`src/rtl/led_pattern_pkg.sv`:
```
// Shared definitions for the LED pattern engine.
//   - MODE_* : 3-bit animation mode encodings (6 and 7 behave as HOLD)
//   - MAX_WIDTH / MAX_STEP_DIV : legal parameter ceilings, also used to size
//     the position and prescaler counters
package led_pattern_pkg;

  localparam logic [2:0] MODE_HOLD  = 3'd0;
  localparam logic [2:0] MODE_ROT_L = 3'd1;
  localparam logic [2:0] MODE_ROT_R = 3'd2;
  localparam logic [2:0] MODE_PING  = 3'd3;
  localparam logic [2:0] MODE_BAR   = 3'd4;
  localparam logic [2:0] MODE_BLINK = 3'd5;

  localparam int MAX_WIDTH    = 32;
  localparam int MAX_STEP_DIV = 255;

endpackage

```
`src/rtl/led_pattern_engine_step_prescaler.sv`:
```
// Step prescaler: counts enabled clk_2hz edges and flags the edge on which an
// animation step is due.
//   clk_2hz, rst : clock, async active-high reset
//   enable       : count only when high; low freezes the count
//   clear        : synchronous clear (mode change / accepted load)
//   tick         : high when the step falls on the coming edge
// tick is a decode of the registered count, so the step lands on the same
// edge where the count wraps; every enabled edge ticks when STEP_DIV=1.
module step_prescaler
  import led_pattern_pkg::*;
#(
  parameter int STEP_DIV = 1
) (
  input  logic clk_2hz,
  input  logic rst,
  input  logic enable,
  input  logic clear,
  output logic tick
);

  localparam int PW = $clog2(MAX_STEP_DIV + 1);
  localparam logic [PW-1:0] LIM = PW'(STEP_DIV - 1);

  logic [PW-1:0] presc;

  assign tick = enable && (presc == LIM);

  always_ff @(posedge clk_2hz or posedge rst) begin
    if (rst)         presc <= '0;
    else if (clear)  presc <= '0;
    else if (tick)   presc <= '0;
    else if (enable) presc <= presc + PW'(1);
  end

endmodule

```
`src/rtl/led_pattern_engine.sv`:
```
// LED pattern engine: WIDTH-bit LED sequencer on the 2 Hz clock.
//   clk_2hz, rst : clock, async active-high reset
//   enable       : run; low freezes all animation state
//   mode         : 0 HOLD, 1 ROT_L, 2 ROT_R, 3 PING, 4 BAR, 5 BLINK (6/7 = HOLD)
//   load         : load load_value into led (HOLD/ROT/BLINK only)
//   led          : registered LED drive
//   step / wrap  : one-cycle pulses on each step / on cycle completion
// Per-edge priority: reset, mode change, load, step.
module led_pattern_engine
  import led_pattern_pkg::*;
#(
  parameter int          WIDTH        = 16,
  parameter logic [31:0] INIT_PATTERN = 32'h5555,
  parameter int          STEP_DIV     = 1
) (
  input  logic             clk_2hz,
  input  logic             rst,
  input  logic             enable,
  input  logic [2:0]       mode,
  input  logic             load,
  input  logic [WIDTH-1:0] load_value,
  output logic [WIDTH-1:0] led,
  output logic             step,
  output logic             wrap
);

  localparam int PW = $clog2(MAX_WIDTH + 1);
  localparam logic [WIDTH-1:0] SEED = INIT_PATTERN[WIDTH-1:0];
  localparam logic [PW-1:0]    TOP  = PW'(WIDTH);
  localparam logic [PW-1:0]    LAST = PW'(WIDTH - 1);

  logic [2:0]    mode_q;
  logic [PW-1:0] pos, rot_cnt;
  logic          dir;

  logic             mode_chg, load_acc, tick;
  logic [PW-1:0]    ping_pos, bar_pos, rot_nxt;
  logic [WIDTH-1:0] ping_led, bar_led, seed_led;

  assign mode_chg = (mode != mode_q);
  // PING and BAR own their LED image, so loads are dropped there.
  assign load_acc = load && !mode_chg &&
                    !(mode_q == MODE_PING || mode_q == MODE_BAR);

  step_prescaler #(.STEP_DIV(STEP_DIV)) u_presc (
    .clk_2hz (clk_2hz),
    .rst     (rst),
    .enable  (enable),
    .clear   (mode_chg || load_acc),
    .tick    (tick)
  );

  always_comb begin
    rot_nxt  = rot_cnt + PW'(1);
    ping_pos = dir ? pos + PW'(1) : pos - PW'(1);
    bar_pos  = (pos == TOP) ? '0 : pos + PW'(1);
    ping_led = '0;
    bar_led  = '0;
    for (int i = 0; i < WIDTH; i++) begin
      ping_led[i] = (PW'(i) == ping_pos);
      bar_led[i]  = (PW'(i) <  bar_pos);
    end
    case (mode)
      MODE_ROT_L, MODE_ROT_R, MODE_BLINK: seed_led = SEED;
      MODE_PING:                          seed_led = WIDTH'(1);
      MODE_BAR:                           seed_led = '0;
      default:                            seed_led = led;
    endcase
  end

  always_ff @(posedge clk_2hz or posedge rst) begin
    if (rst) begin
      led     <= SEED;
      mode_q  <= MODE_HOLD;
      pos     <= '0;
      dir     <= 1'b1;
      rot_cnt <= '0;
      step    <= 1'b0;
      wrap    <= 1'b0;
    end else if (mode_chg) begin
      mode_q  <= mode;
      led     <= seed_led;
      pos     <= '0;
      dir     <= 1'b1;
      rot_cnt <= '0;
      step    <= 1'b0;
      wrap    <= 1'b0;
    end else if (load_acc) begin
      led     <= load_value;
      rot_cnt <= '0;
      step    <= 1'b0;
      wrap    <= 1'b0;
    end else if (tick) begin
      step <= 1'b1;
      wrap <= 1'b0;
      case (mode_q)
        MODE_ROT_L, MODE_ROT_R: begin
          led <= (mode_q == MODE_ROT_L) ? {led[WIDTH-2:0], led[WIDTH-1]}
                                        : {led[0], led[WIDTH-1:1]};
          if (rot_nxt == TOP) begin
            rot_cnt <= '0;
            wrap    <= 1'b1;
          end else begin
            rot_cnt <= rot_nxt;
          end
        end
        MODE_PING: begin
          pos <= ping_pos;
          led <= ping_led;
          if (ping_pos == LAST) dir <= 1'b0;
          if (ping_pos == '0) begin
            dir  <= 1'b1;
            wrap <= 1'b1;
          end
        end
        MODE_BAR: begin
          pos  <= bar_pos;
          led  <= bar_led;
          wrap <= (bar_pos == '0);
        end
        MODE_BLINK: begin
          // rot_cnt[0] marks odd steps; the even one closes the cycle.
          led     <= ~led;
          rot_cnt <= rot_cnt ^ PW'(1);
          wrap    <= rot_cnt[0];
        end
        default: ;
      endcase
    end else begin
      step <= 1'b0;
      wrap <= 1'b0;
    end
  end

endmodule

```
`config.mk`:
```
export PLATFORM = sky130hd
export DESIGN_NAME = led_pattern_engine
export DESIGN_NICKNAME = d
export VERILOG_FILES = /design/src/rtl/led_pattern_pkg.sv /design/src/rtl/led_pattern_engine_step_prescaler.sv /design/src/rtl/led_pattern_engine.sv
export SDC_FILE = /design/constraint.sdc
export NUM_CORES = 1
export LEC_CHECK = 0
export CORE_MARGIN = 4
export CORE_UTILIZATION = 40
export CTS_BUF_LIST = sky130_fd_sc_hd__clkbuf_4
export DETAILED_ROUTE_END_ITERATION = 8
export DONT_BUFFER_PORTS = 1
export PLACE_DENSITY = 0.58
export SYNTH_ARGS = -nofsm -noshare
export SYNTH_HDL_FRONTEND = slang
export SYNTH_SLANG_ARGS = --single-unit
```
`constraint.sdc`:
```
create_clock -name clk_2hz -period 3.5 [get_ports clk_2hz]
set_clock_uncertainty 0.1 [all_clocks]
set_input_delay 0.35 -clock clk_2hz [delete_from_list [all_inputs] [get_ports clk_2hz]]
set_output_delay 0.35 -clock clk_2hz [all_outputs]
set_load 0.01 [all_outputs]
```
# After elaboration in Yosys (flattened, before gate mapping)
# Index checks and enable logic that the tools add are counted.
dict set report word_totals {
  in_bits 23
  word_cells 124
  out_inout_bits 18
  ff_bits 42
}
dict set report classes {
  order_cmp 16
  eq_ne 32
  n_reduce_logical 26
  add_sub_neg 4
  mux 35
  bitwise_logic 2
}
# cell count
set ops {}
lappend ops {{$mux 16} 4}
lappend ops {{$pmux 16 s4} 1}
lappend ops {{$mux 6} 9}
lappend ops {{$eq 4x6->1 const A} 8}
lappend ops {{$lt 4x6->1 const A} 8}
lappend ops {{$pmux 16 s3} 1}
lappend ops {{$eq 3x6->1 const A} 4}
lappend ops {{$lt 3x6->1 const A} 4}
lappend ops {{$mux 8} 3}
lappend ops {{$pmux 6 s2} 2}
lappend ops {{$not 16->16} 1}
lappend ops {{$reduce_bool 3->1} 5}
lappend ops {{$mux 1} 14}
lappend ops {{$add 6x1->6 const B} 2}
lappend ops {{$eq 2x6->1 const A} 2}
lappend ops {{$eq 3x2->1 const B} 4}
lappend ops {{$eq 3x3->1 const B} 4}
lappend ops {{$eq 6x5->1 const B} 2}
lappend ops {{$logic_not 6->1} 2}
lappend ops {{$lt 1x6->1 const A} 2}
lappend ops {{$lt 2x6->1 const A} 2}
lappend ops {{$reduce_and 3->1} 3}
lappend ops {{$add 8x1->8 const B} 1}
lappend ops {{$logic_not 8->1} 1}
lappend ops {{20 further kinds} 26}

# Logic depth before layout (Yosys ltp)
# Gate-level depths: netlist of run 1.
dict set report logic_depth {
  depth_word 9
  mapped_depth 11
  mapped_depth_nobuf 8
}

# By module
# From an unflattened synthesis of run 1, not the netlist that was laid out.
dict set report unflattened {
  cells_unflattened 433
  area_unflattened_um2 3594.7
}
# module instances seq_area_each_um2 area_per_inst_um2 cells_per_inst
set modules_own_cells {}
lappend modules_own_cells {led_pattern_engine 1 862.1 3119.2 388}
lappend modules_own_cells {step_prescaler 1 200.2 475.5 45}

# Worst setup path after synthesis of run 1
# OpenSTA, ideal clock, no wires.
dict set report synth_path {
  path_type {reg2reg}
  from {register pos[0]}
  to {register led[8]}
  required_time_ns 3.317
  slack_ns 0.796
  path_buffers 2
  stages_incl_launch_ff 11
  t_arrival_ns 2.521
  period_less_slack_ns 2.704
  setup_ns 0.083
  cell_sequence {dfrtp_1 buf_6 clkbuf_1 inv_1 ha_1 or4b_4 and3b_4 o22ai_2 a21oi_2 a221o_1 a221o_1}
}
dict set report synth_via {
  elab_chain_cells 7
  word_cells_on_any_way 11
  cone_classes {2 x add/sub; 1 x order compare; 2 x eq/ne; 6 x mux}
}
# element line_no
set synth_lines {}
lappend synth_lines {{start, declared} led_pattern_engine.sv:33} ;# logic [PW-1:0] pos, rot_cnt;
lappend synth_lines {{start signal, assigned} led_pattern_engine.sv:108} ;# pos <= ping_pos;
lappend synth_lines {{start signal, assigned} led_pattern_engine.sv:117} ;# pos <= bar_pos;
lappend synth_lines {{$add 6x1->6, or another cell as far along} {led_pattern_engine.sv:55, led_pattern_engine.sv:56}}
lappend synth_lines {{$mux 6 (on tied branches)} {led_pattern_engine.sv:56, led_pattern_engine.sv:55}}
lappend synth_lines {{$lt 4x6->1 or $eq 4x6->1 (tied branches)} {led_pattern_engine.sv:61, led_pattern_engine.sv:60}}
lappend synth_lines {{$pmux 16 s4 *} led_pattern_engine.sv:96} ;# case (mode_q)
lappend synth_lines {{$mux 16 *} led_pattern_engine.sv:93} ;# end else if (tick) begin
lappend synth_lines {{$mux 16 *} led_pattern_engine.sv:88} ;# end else if (load_acc) begin
lappend synth_lines {{$mux 16 *} led_pattern_engine.sv:80} ;# end else if (mode_chg) begin
lappend synth_lines {{end signal, assigned} led_pattern_engine.sv:82} ;# led <= seed_led;
lappend synth_lines {{end signal, assigned} led_pattern_engine.sv:89} ;# led <= load_value;
lappend synth_lines {{end signal, assigned} led_pattern_engine.sv:98} ;# led <= (mode_q == MODE_ROT_L) ? {led[WIDTH-2:0], led[WIDTH-1]}
lappend synth_lines {{end, declared} led_pattern_engine.sv:22} ;# output logic [WIDTH-1:0] led,
# Mark *: on every way between the ends. The rest lies on a longest branch, timed or not. The select of a mux whose other input is x is not followed.
# A chain may end at the register's enable or synchronous reset.

# Worst setup path in the final report of run 1
dict set report layout_path {
  from {register pos[0]}
  to {register led[5]}
}
dict set report layout_via {
  elab_chain_cells 7
  word_cells_on_any_way 11
  cone_classes {2 x add/sub; 1 x order compare; 2 x eq/ne; 6 x mux}
}
# element line_no
set layout_lines {}
lappend layout_lines {{$add 6x1->6, or another cell as far along} {led_pattern_engine.sv:55, led_pattern_engine.sv:56}}
lappend layout_lines {{$mux 6 (on tied branches)} {led_pattern_engine.sv:56, led_pattern_engine.sv:55}}
lappend layout_lines {{$lt 3x6->1 or $eq 3x6->1 (tied branches)} {led_pattern_engine.sv:61, led_pattern_engine.sv:60}}
lappend layout_lines {{$pmux 16 s4 *} led_pattern_engine.sv:96}
lappend layout_lines {{$mux 16 *} led_pattern_engine.sv:93}
lappend layout_lines {{$mux 16 *} led_pattern_engine.sv:88}
lappend layout_lines {{$mux 16 *} led_pattern_engine.sv:80}
# Marks and branches as above.

==> results.yml, run 1 <==
logic_synthesis:
  synth.net_count: 517
  synth_edf_count: 0
  synthAdderAreaFrac_pct: 2.29
  synth.avg_cell_area_um2: 7.87
  synthSimpleGateAreaFrac_pct: 23.6
  ys.flop_type: "dfrtp_1"
  synth_mux_area_share_pct: 0.784
  synth-seq-area-share_pct: 27.7
  syn_area_mm2: 0.00383
  synth_xor_xnor_area_share_pct: 4.80
  ys_ff_latch: 42
  syn_inst: 487
  synthDistinctLibCells: 81
  yosysWarningCount: 0
  synth_compound_area_share_pct: 34.4
  synthArstFlopShare_pct: 100
  synth_top_family_by_area: "compound AO/OA/AOI/OAI gates"
cells_and_area:
  nets: 500
  syn_to_final_growth_pct: 3.92
  final_util_pct: 42.9
  drive_above_1_share_pct: 11.7
  antennaDiodeCount: 0
critical_path:
  r2r_start: "pos[0]$_DFFE_PP0P_"
  crit_type: "reg2reg"
  critPathCaptureType: "flop"
  cp_data_required_time_ns: 3.66
  crit_path_max_fanout: 18
  arrival_ns: 3.13
  r2r-end: "led[5]$_DFFE_PP0P_"
  r2r_setup_slack_ns: 0.53
  startpoint_type: "flop"
  reg2reg_depth: 6
run_status:
  status: "completed"
floorplan:
  placementRows: 35
  io_pins: 41
  dieArea_mm2: 0.0112
  die_h_um: 106
  die_w_um: 106
  design.core.area_mm2: 0.00928
  initial_core_util_pct: 41.3
clocking:
  clock_sinks: 42
  root_buffer: "clkbuf_4"
  cts_hold_buffers: 4
  cts.reportedPaths.clkPinSlew_ns: 0.15
  cts_tree: "yes"
  clkLatencyLatePin_ns: 0.37
  cts_max_path_buffers: 2
  post_cts_buffers: 0
  cts.repair.resized: 0
  cts_buffers: 5
  cts_max_level: 2
placement:
  dp_slack_ns: 0.611
  portBuffers: 0
  dpl.hpwl_mm: 8.81
  place.gp.congestion: 0.883
global_route:
  grt_pass1_wl_mm: 19.3
  grt_util_all_layers_pct: 21.4
  antenna_found_initial: 0
  first_global_vias: 3601
  grt_start_max_net_pins: 43
  overflow: 0
run:
  drv_cap: 0
detailed_routing:
  drc_errors: 0
  drt_iter0_markers: 305
  wire_per_inst_um: 20.1
  drtAntennaViolNets: 0
  first_pass_iters: 5
  via_count: 3830
  wirelength_mm: 12.0
  via_per_inst: 6.38
hold_path:
  hold_path_depth: 2
  min_path_type: "in2reg"
  hold_path_end: "led[14]$_DFFE_PP1P_"
  hold_start: "load_value[14]"
pwr:
  power_density_mw_per_mm2: 286
  p_total_w: 0.00114
  leakage_nw: 1.43
  irDropWorstVdd_uv: 129
sta:
  final_max_slew_viol_count: 0
  min_period_over_period_pct: 84.7
  rsz0062_at_grt: "false"
  fin_crit_ns: 2.97
  final-hold-violation-count: 0
  worstMarginPinSlew_ns: 0.897
  setup_viol: 0
  setup_ws_ns: 0.535
  max_slew_margin_pct: 40.2
  fmax_mhz: 337
  tns_ns: 0
[cell type report]
cell class                 count  area (µm²)
fill                         953        5300
multi-input combinational    390        2520
sequential                    42        1060
tap                          129         161
timing repair buffer          14         115
inverter                      17        63.8
clock buffer                   5        37.5
clock inverter                 3        18.8
[through the flow]
stage               std cells  hold slack, ns  cell area [µm²]
global route              600          0.0132             3980
floorplan                 487           0.385             3830
finish                    600          0.0224             3980
detailed placement        588           0.282             3890
global placement          588           0.282             3890
CTS                       600          0.0162             3980
[cell families (layout without fill, tap and decap cells)]
group                    count (synthesis)  after routing
AO/OA/AOI/OAI                          188            188
AND/OR/NAND/NOR                        171            171
buffers and inverters                   55             39
flip-flops                              42             42
XOR/XNOR                                21             21
adder cells (fa/ha/maj)                  7              7
multiplexers                             3              3
[sequential cells by signal, indices dropped and copies added (netlist names)]
name / flops
mode_q: 3
step: 1
led: 16
pos: 6
rot_cnt: 6
u_presc.presc: 8
dir: 1
wrap: 1
[power by group]
part | leakage, nW | internal, W | switching, W | total, W
Sequential | 0.546 | 0.000528 | 0.0000774 | 0.000606
Clock | 0.0354 | 0.0000789 | 0.000181 | 0.000260
Combinational | 0.853 | 0.000106 | 0.000168 | 0.000274
[cells in the mapped netlist (5+ instances only)]
cell / count / area share, %
nor2_1: 44 / 4.3
nand2_1: 43 / 4.2
a21oi_1: 39 / 5.1
dfrtp_1: 33 / 22
o21ai_0: 31 / 4.0
clkbuf_1: 21 / 2.1
nor3_1: 18 / 2.4
inv_1: 16 / 1.6
a31oi_1: 15 / 2.4
xnor2_1: 14 / 3.2
nand3_1: 12 / 1.6
a221oi_1: 11 / 2.5
buf_2: 11 / 1.4
a211oi_1: 10 / 2.0
dfstp_2: 9 / 6.2
o221ai_1: 8 / 1.8
o22ai_1: 8 / 1.3
ha_1: 7 / 2.3
xor2_1: 7 / 1.6
and3_1: 6 / 0.98
o21ai_1: 6 / 0.78
a21boi_0: 5 / 0.98
o211ai_1: 5 / 0.98
o22a_1: 5 / 1.1
[routing by layer]
metal | global-route usage, % | part of all wire, % | up-vias
met1 | 28.1 | 43 | 1842
li1 | - | - | 1801
met4 | 6.57 | 2.3 | 0
met5 | 0 | 0 | -
met3 | 3.31 | 6.7 | 23
met2 | 35.9 | 48 | 164
[worst max path at each step]
stage	startpoint	endpoint	depth (start not counted)
global route	pos[0]$_DFFE_PP0P_	led[15]$_DFFE_PP0P_	7
finish	pos[0]$_DFFE_PP0P_	led[5]$_DFFE_PP0P_	6
CTS	pos[0]$_DFFE_PP0P_	led[1]$_DFFE_PP0P_	6
floorplan	pos[0]$_DFFE_PP0P_	led[8]$_DFFE_PP1P_	10
global placement	pos[0]$_DFFE_PP0P_	led[1]$_DFFE_PP0P_	6
detailed placement	pos[0]$_DFFE_PP0P_	led[5]$_DFFE_PP0P_	6
[critical path: stages, from the launching register on]
cell	delay, ns
dfrtp_1	0.70
ha_1	0.43
a21oi_1	0.21
a2111oi_2	0.81
a21oi_1	0.14
a211oi_1	0.33
o21ai_0	0.15
[layout by cell type, fill, tap and decap left out, types with 11 or more instances in the layout]
cell type  instances
dfrtp_1           33
o21ai_0           31
nor2_1            44
a21oi_1           39
inv_1             15
a221oi_1          11
xnor2_1           14
nand3_1           12
a31oi_1           15
nor3_1            18
nand2_1           43
Power figures use the tool's default switching activity.
==> run 2: changes to the inputs <==
==> constraint.sdc (replaced) <==
create_clock -name clk_2hz -period 3 [get_ports clk_2hz]
set_clock_uncertainty 0.1 [all_clocks]
set_input_delay 0.3 -clock clk_2hz [delete_from_list [all_inputs] [get_ports clk_2hz]]
set_output_delay 0.3 -clock clk_2hz [all_outputs]
set_load 0.01 [all_outputs]
==> results.yml, run 2 (synthesized netlist as in run 1, its figures left out) <==
clocking:
  cts_tree: "yes"
  cts.reportedPaths.clkPinSlew_ns: 0.16
  clock_sinks: 42
  cts_buffers: 5
  cts_max_level: 2
  cts_max_path_buffers: 2
  clkLatencyLatePin_ns: 0.38
  cts.repair.resized: 0
  root_buffer: "clkbuf_4"
  post_cts_buffers: 0
critical_path:
  crit_type: "reg2reg"
  path_buf_inv: 1
  worstPathCellList: "inv_1 -> ha_1 -> or4b_4 -> a21boi_2 -> nor2_1 -> a211oi_4 -> nand2_1 -> o311ai_1"
  critPathCaptureType: "flop"
  crit_path_max_fanout: 13
  arrival_ns: 2.91
  cp_data_required_time_ns: 3.17
  critPathTopFamily: "compound AO/OA/AOI/OAI gates"
  cpPeakStageDelay_ns: 0.54
  startpoint_type: "flop"
  cp_slowest_cell: "dfrtp_1"
global_route:
  overflow: 0
  antenna_found_initial: 1
  grt_pass1_wl_mm: 20.0
  grt_start_max_net_pins: 43
  first_global_vias: 3732
  grt_util_all_layers_pct: 22.0
cells_and_area:
  nFillCells: 976
  instances_no_fill: 619
  design_area_mm2: 0.00416
  ff_latch_area_mm2: 0.00106
  final_cell_mix: "44 x nor2_1, 43 x nand2_1, 39 x a21oi_1"
  multi_input_area_mm2: 0.00252
  largest_reg_flops: 16
  largest_registers: "led x16, u_presc.presc x8"
  drive_above_1_share_pct: 13.5
  final_common_cell: "nor2_1"
  nets: 518
  top_register: "led"
  syn_to_final_growth_pct: 8.65
pwr:
  irDropWorstVdd_uv: 190
  leakage_nw: 1.52
  power_density_mw_per_mm2: 343
detailed_routing:
  wire_per_inst_um: 20.1
  wirelength_mm: 12.4
  drc_errors: 0
  via_count: 3973
  first_pass_iters: 5
  drt_iter0_markers: 382
  drtAntennaViolNets: 0
  via_per_inst: 6.42
floorplan:
  placementRows: 35
  io_pins: 41
  design.core.area_mm2: 0.00928
  die_w_um: 106
  die_h_um: 106
  dieArea_mm2: 0.0112
  initial_core_util_pct: 41.3
placement:
  portBuffers: 0
  place.gp.congestion: 0.895
  dpl.hpwl_mm: 9.14
  placed_cell_area_mm2: 0.00397
  placed_cells: 599
sta:
  tns_ns: 0
  setup_viol: 0
  rsz0062_at_grt: "false"
  fmax_mhz: 365
  min_period_over_period_pct: 91.3
  worstMarginPinSlew_ns: 0.992
  max_slew_margin_pct: 33.7
  final_max_slew_viol_count: 0
  final-hold-violation-count: 0
  whs_ns: 0.0361
  fin_crit_ns: 2.74
run_status:
  status: "completed"
hold_path:
  min_path_type: "in2reg"
run:
  drv_cap: 0
-- run 2: area by class of cell --
type / count / share of cell area [%]
multi-input cells: 390 / 60.6
flip-flops and latches: 42 / 25.5
repair buffers: 32 / 6.43
well taps: 129 / 3.88
inverters: 17 / 1.53
clock inverters: 3 / 1.08
clock buffers: 5 / 0.901
diodes: 1 / 0.0601
-- run 2: metal layers --
metal | routed length (µm) | global-route usage, %
met1 | 5200 | 29.3
met2 | 5830 | 35.7
met3 | 995 | 3.98
met4 | 396 | 7.68
met5 | 0 | 0
-- run 2: path summary, 6_finish.rpt --
kind / start / end / slack (ns) / depth (start not counted)
worst min register to register: u_presc.presc[4]$_DFFE_PP0P_ / u_presc.presc[4]$_DFFE_PP0P_ / 0.46 / 1
min in group asynchronous: rst / led[7]$_DFFE_PP0P_ / 0.49 / 2
max in group asynchronous: rst / u_presc.presc[0]$_DFFE_PP0P_ / 1.70 / 2
worst max register to register: pos[1]$_DFFE_PP0P_ / led[0]$_DFFE_PP1P_ / 0.26 / 8
worst min-delay path: load_value[1] / led[1]$_DFFE_PP0P_ / 0.04 / 2
worst max-delay path: pos[1]$_DFFE_PP0P_ / led[0]$_DFFE_PP1P_ / 0.26 / 8
-- run 2: power breakdown --
| part | internal, W | switching, W |
|---|---|---|
| logic | 0.000137 | 0.000205 |
| clock network | 0.000175 | 0.000209 |
| registers | 0.000616 | 0.0000869 |
| total | 0.000928 | 0.000501 |
-- run 2: timing repair --
item	4_1_cts	5_1_grt
endpoints found under the setup margin	0	1
endpoints found under the hold margin	43	0
hold buffers	11	0
-- run 2: metrics by stage --
step | setup slack, ns | power (W) | utilization, %
after floorplan | 0.296 | 0.000932 | -
after global placement | 0.331 | 0.00104 | 42.7
after detailed placement | 0.248 | 0.00104 | 42.7
after CTS | 0.219 | 0.00144 | 44.8
after global routing | 0.0209 | 0.00150 | 44.9
final | 0.262 | 0.00143 | 44.9
==> run 3: changes to the inputs <==
--- a/config.mk
+++ b/config.mk
@@ -10,7 +10,9 @@
 export CTS_BUF_LIST = sky130_fd_sc_hd__clkbuf_4
 export DETAILED_ROUTE_END_ITERATION = 8
 export DONT_BUFFER_PORTS = 1
+export GPL_TIMING_DRIVEN = 0
 export PLACE_DENSITY = 0.58
 export SYNTH_ARGS = -nofsm -noshare
 export SYNTH_HDL_FRONTEND = slang
+export SYNTH_HIERARCHICAL = 1
 export SYNTH_SLANG_ARGS = --single-unit
==> results.yml, run 3 <==
run_status:
  status: "completed"
global_route:
  antenna_found_initial: 0
  first_global_vias: 3502
  overflow: 0
  grt_pass1_wl_mm: 19.0
  grt_start_max_net_pins: 35
  grt_util_all_layers_pct: 22.7
placement:
  dpl.hpwl_mm: 8.62
  placed_cells: 541
  place.gp.congestion: 0.952
  portBuffers: 0
  placed_cell_area_mm2: 0.00373
hold_path:
  hold_path_end: "led[10]$_DFFE_PP1P_"
  hold_path_depth: 2
  min_path_type: "in2reg"
  hold_start: "load_value[10]"
sta:
  rsz0062_at_grt: "false"
  worstMarginPinSlew_ns: 0.878
  fin_crit_ns: 2.80
  final_max_slew_viol_count: 0
  min_period_over_period_pct: 93.4
  setup_viol: 0
  final-hold-violation-count: 0
  max_slew_margin_pct: 41.4
  fmax_mhz: 357
  whs_ns: 0.00590
cells_and_area:
  drive_above_1_share_pct: 16.0
  syn_to_final_growth_pct: 11.2
  instances_no_fill: 563
  final_util_pct: 45.8
  final_cell_mix: "33 x nand2_1, 32 x dfrtp_1, 25 x nor2_1"
  largest_registers: "led x16, u_presc/presc x8"
  antennaDiodeCount: 0
  largest_reg_flops: 16
  final_common_cell: "nand2_1"
  top_register: "led"
  nets: 483
  design_area_mm2: 0.00400
critical_path:
  r2r-end: "led[3]$_DFFE_PP0P_"
  cp_data_required_time_ns: 3.21
  cpPeakStageDelay_ns: 0.47
  crit_path_max_fanout: 10
  cp_slowest_cell: "dfrtp_1"
  r2r_start: "pos[0]$_DFFE_PP0P_"
  critPathCaptureType: "flop"
  reg2reg_depth: 9
  worstPathCellList: "buf_2 -> inv_1 -> ha_2 -> mux2i_1 -> xnor2_1 -> nor4_2 -> nor3b_2 -> nor3_1 -> o31ai_1"
  r2r_setup_slack_ns: 0.20
  arrival_ns: 3.01
  crit_type: "reg2reg"
  startpoint_type: "flop"
detailed_routing:
  wl_met1_mm: 5.26
  drtAntennaViolNets: 0
  met2_length_mm: 5.24
  via_count: 3674
  drt_iter0_markers: 358
  wl_met3_mm: 1.03
  first_pass_iters: 5
  routed.top_layer: "met4"
  wire_per_inst_um: 20.9
  via_per_inst: 6.53
  wirelength_mm: 11.8
  drc_errors: 0
logic_synthesis:
  yosys.area.top_type: "dfrtp_1"
  synth_compound_area_share_pct: 32.4
  synth_top_family_by_area: "compound AO/OA/AOI/OAI gates"
  synth_edf_count: 0
  ys_ff_latch: 42
  syn_inst: 433
  synth_xor_xnor_area_share_pct: 3.83
  syn_area_mm2: 0.00359
  synth.net_count: 462
  netlist_top_cells_count: "33 x dfrtp_1, 33 x nand2_1, 27 x nor2_1, 21 x o22ai_1, 20 x nor3_1"
  synth_area_leaders: "dfrtp_1 23%, dfstp_2 6.6%, o22ai_1 3.7%, nand2_1 3.4%, a211oi_1 2.9%"
  ys.flop_type: "dfrtp_1"
  synthSimpleGateAreaFrac_pct: 24.9
  synthDistinctLibCells: 80
  synthAdderAreaFrac_pct: 2.09
  synth_top_area_share_pct: 23.0
  synth.avg_cell_area_um2: 8.30
  yosysWarningCount: 6
  synth_mux_area_share_pct: 1.11
  synth-seq-area-share_pct: 29.6
  synthArstFlopShare_pct: 100
clocking:
  cts.reportedPaths.clkPinSlew_ns: 0.17
  clock_sinks: 42
  cts_buffers: 5
  cts_tree: "yes"
  clkLatencyLatePin_ns: 0.38
  root_buffer: "clkbuf_4"
  cts_max_path_buffers: 2
  cts_max_level: 2
floorplan:
  design.core.area_mm2: 0.00872
  die_h_um: 103
  io_pins: 41
  dieArea_mm2: 0.0106
  placementRows: 34
  initial_core_util_pct: 41.2
  die_w_um: 103
run:
  drv_cap: 0
pwr:
  irDropWorstVdd_uv: 154
  leakage_nw: 1.53
  power_density_mw_per_mm2: 341
==> run 3: kinds of logic after synthesis <==
logic type               after synthesis
AND/OR/NAND/NOR                      162
buffers and inverters                 47
multiplexers                           4
XOR/XNOR                              14
AO/OA/AOI/OAI                        158
flip-flops                            42
adder cells (fa/ha/maj)                6
==> run 3: repair_timing <==
item | 4_1_cts | 5_1_grt
hold buffers | 12 | 1
endpoints found under the setup margin | 21 | 28
pin swaps | 0 | 1
hold endpoints to repair | 19 | 25
buffers inserted | 0 | 2
resized for setup | 5 | 16
==> run 3: layer usage <==
layer	track usage [%]	up-vias
li1	-	1714
met1	32.7	1768
met5	0	-
met3	4.06	23
met4	7.17	0
met2	34.6	169
==> run 3: stage by stage <==
stage / setup TNS [ns] / setup slack [ns] / total power [W]
detailed placement: -2.50 / -0.244 / 0.00101
floorplan: 0 / 0.301 / 0.000909
global route: 0 / 0.0131 / 0.00142
CTS: 0 / 0.0179 / 0.00135
global placement: -2.23 / -0.199 / 0.00101
finish: 0 / 0.197 / 0.00136
==> run 3: critical path: cells and delay by family, from the launching register on <==
family	cells	cell delay [ns]
AND/OR/NAND/NOR	3	0.76
flip-flops	1	0.47
buffers and inverters	2	0.39
multiplexers	1	0.34
adder cells (fa/ha/maj)	1	0.24
XOR/XNOR	1	0.23
AO/OA/AOI/OAI	1	0.20
==> run 3: worst max-delay path by stage <==
stage                         end  cells past startpoint                         start  slack (ns)
2_1_floorplan  pos[5]$_DFFE_PP0P_                     11  u_presc/presc[0]$_DFFE_PP0P_        0.30
3_3_place_gp   pos[5]$_DFFE_PP0P_                     11  u_presc/presc[0]$_DFFE_PP0P_       -0.20
3_5_place_dp   led[8]$_DFFE_PP1P_                     12  u_presc/presc[0]$_DFFE_PP0P_       -0.24
4_1_cts        led[8]$_DFFE_PP1P_                      8         mode_q[0]$_DFFE_PP0N_        0.02
5_1_grt        pos[5]$_DFFE_PP0P_                     11  u_presc/presc[0]$_DFFE_PP0P_        0.01
6_report       led[3]$_DFFE_PP0P_                      9            pos[0]$_DFFE_PP0P_        0.20
==> run 3: where the power goes <==
part / internal, W / leakage (nW) / total [W] / switching, W
combinational: 0.000135 / 0.959 / 0.000339 / 0.000204
clock: 0.0000941 / 0.0278 / 0.000330 / 0.000236
sequential: 0.000616 / 0.545 / 0.000692 / 0.0000759
==> run 3: layout make-up <==
class / count / area [µm²]
fillers: 867 / 4720
flip-flops and latches: 42 / 1060
clock buffers: 5 / 37.5
clock inverters: 3 / 23.8
inverters: 12 / 45.0
plain buffers: 34 / 178
well taps: 108 / 135
repair buffers: 15 / 145
multi-input cells: 344 / 2370
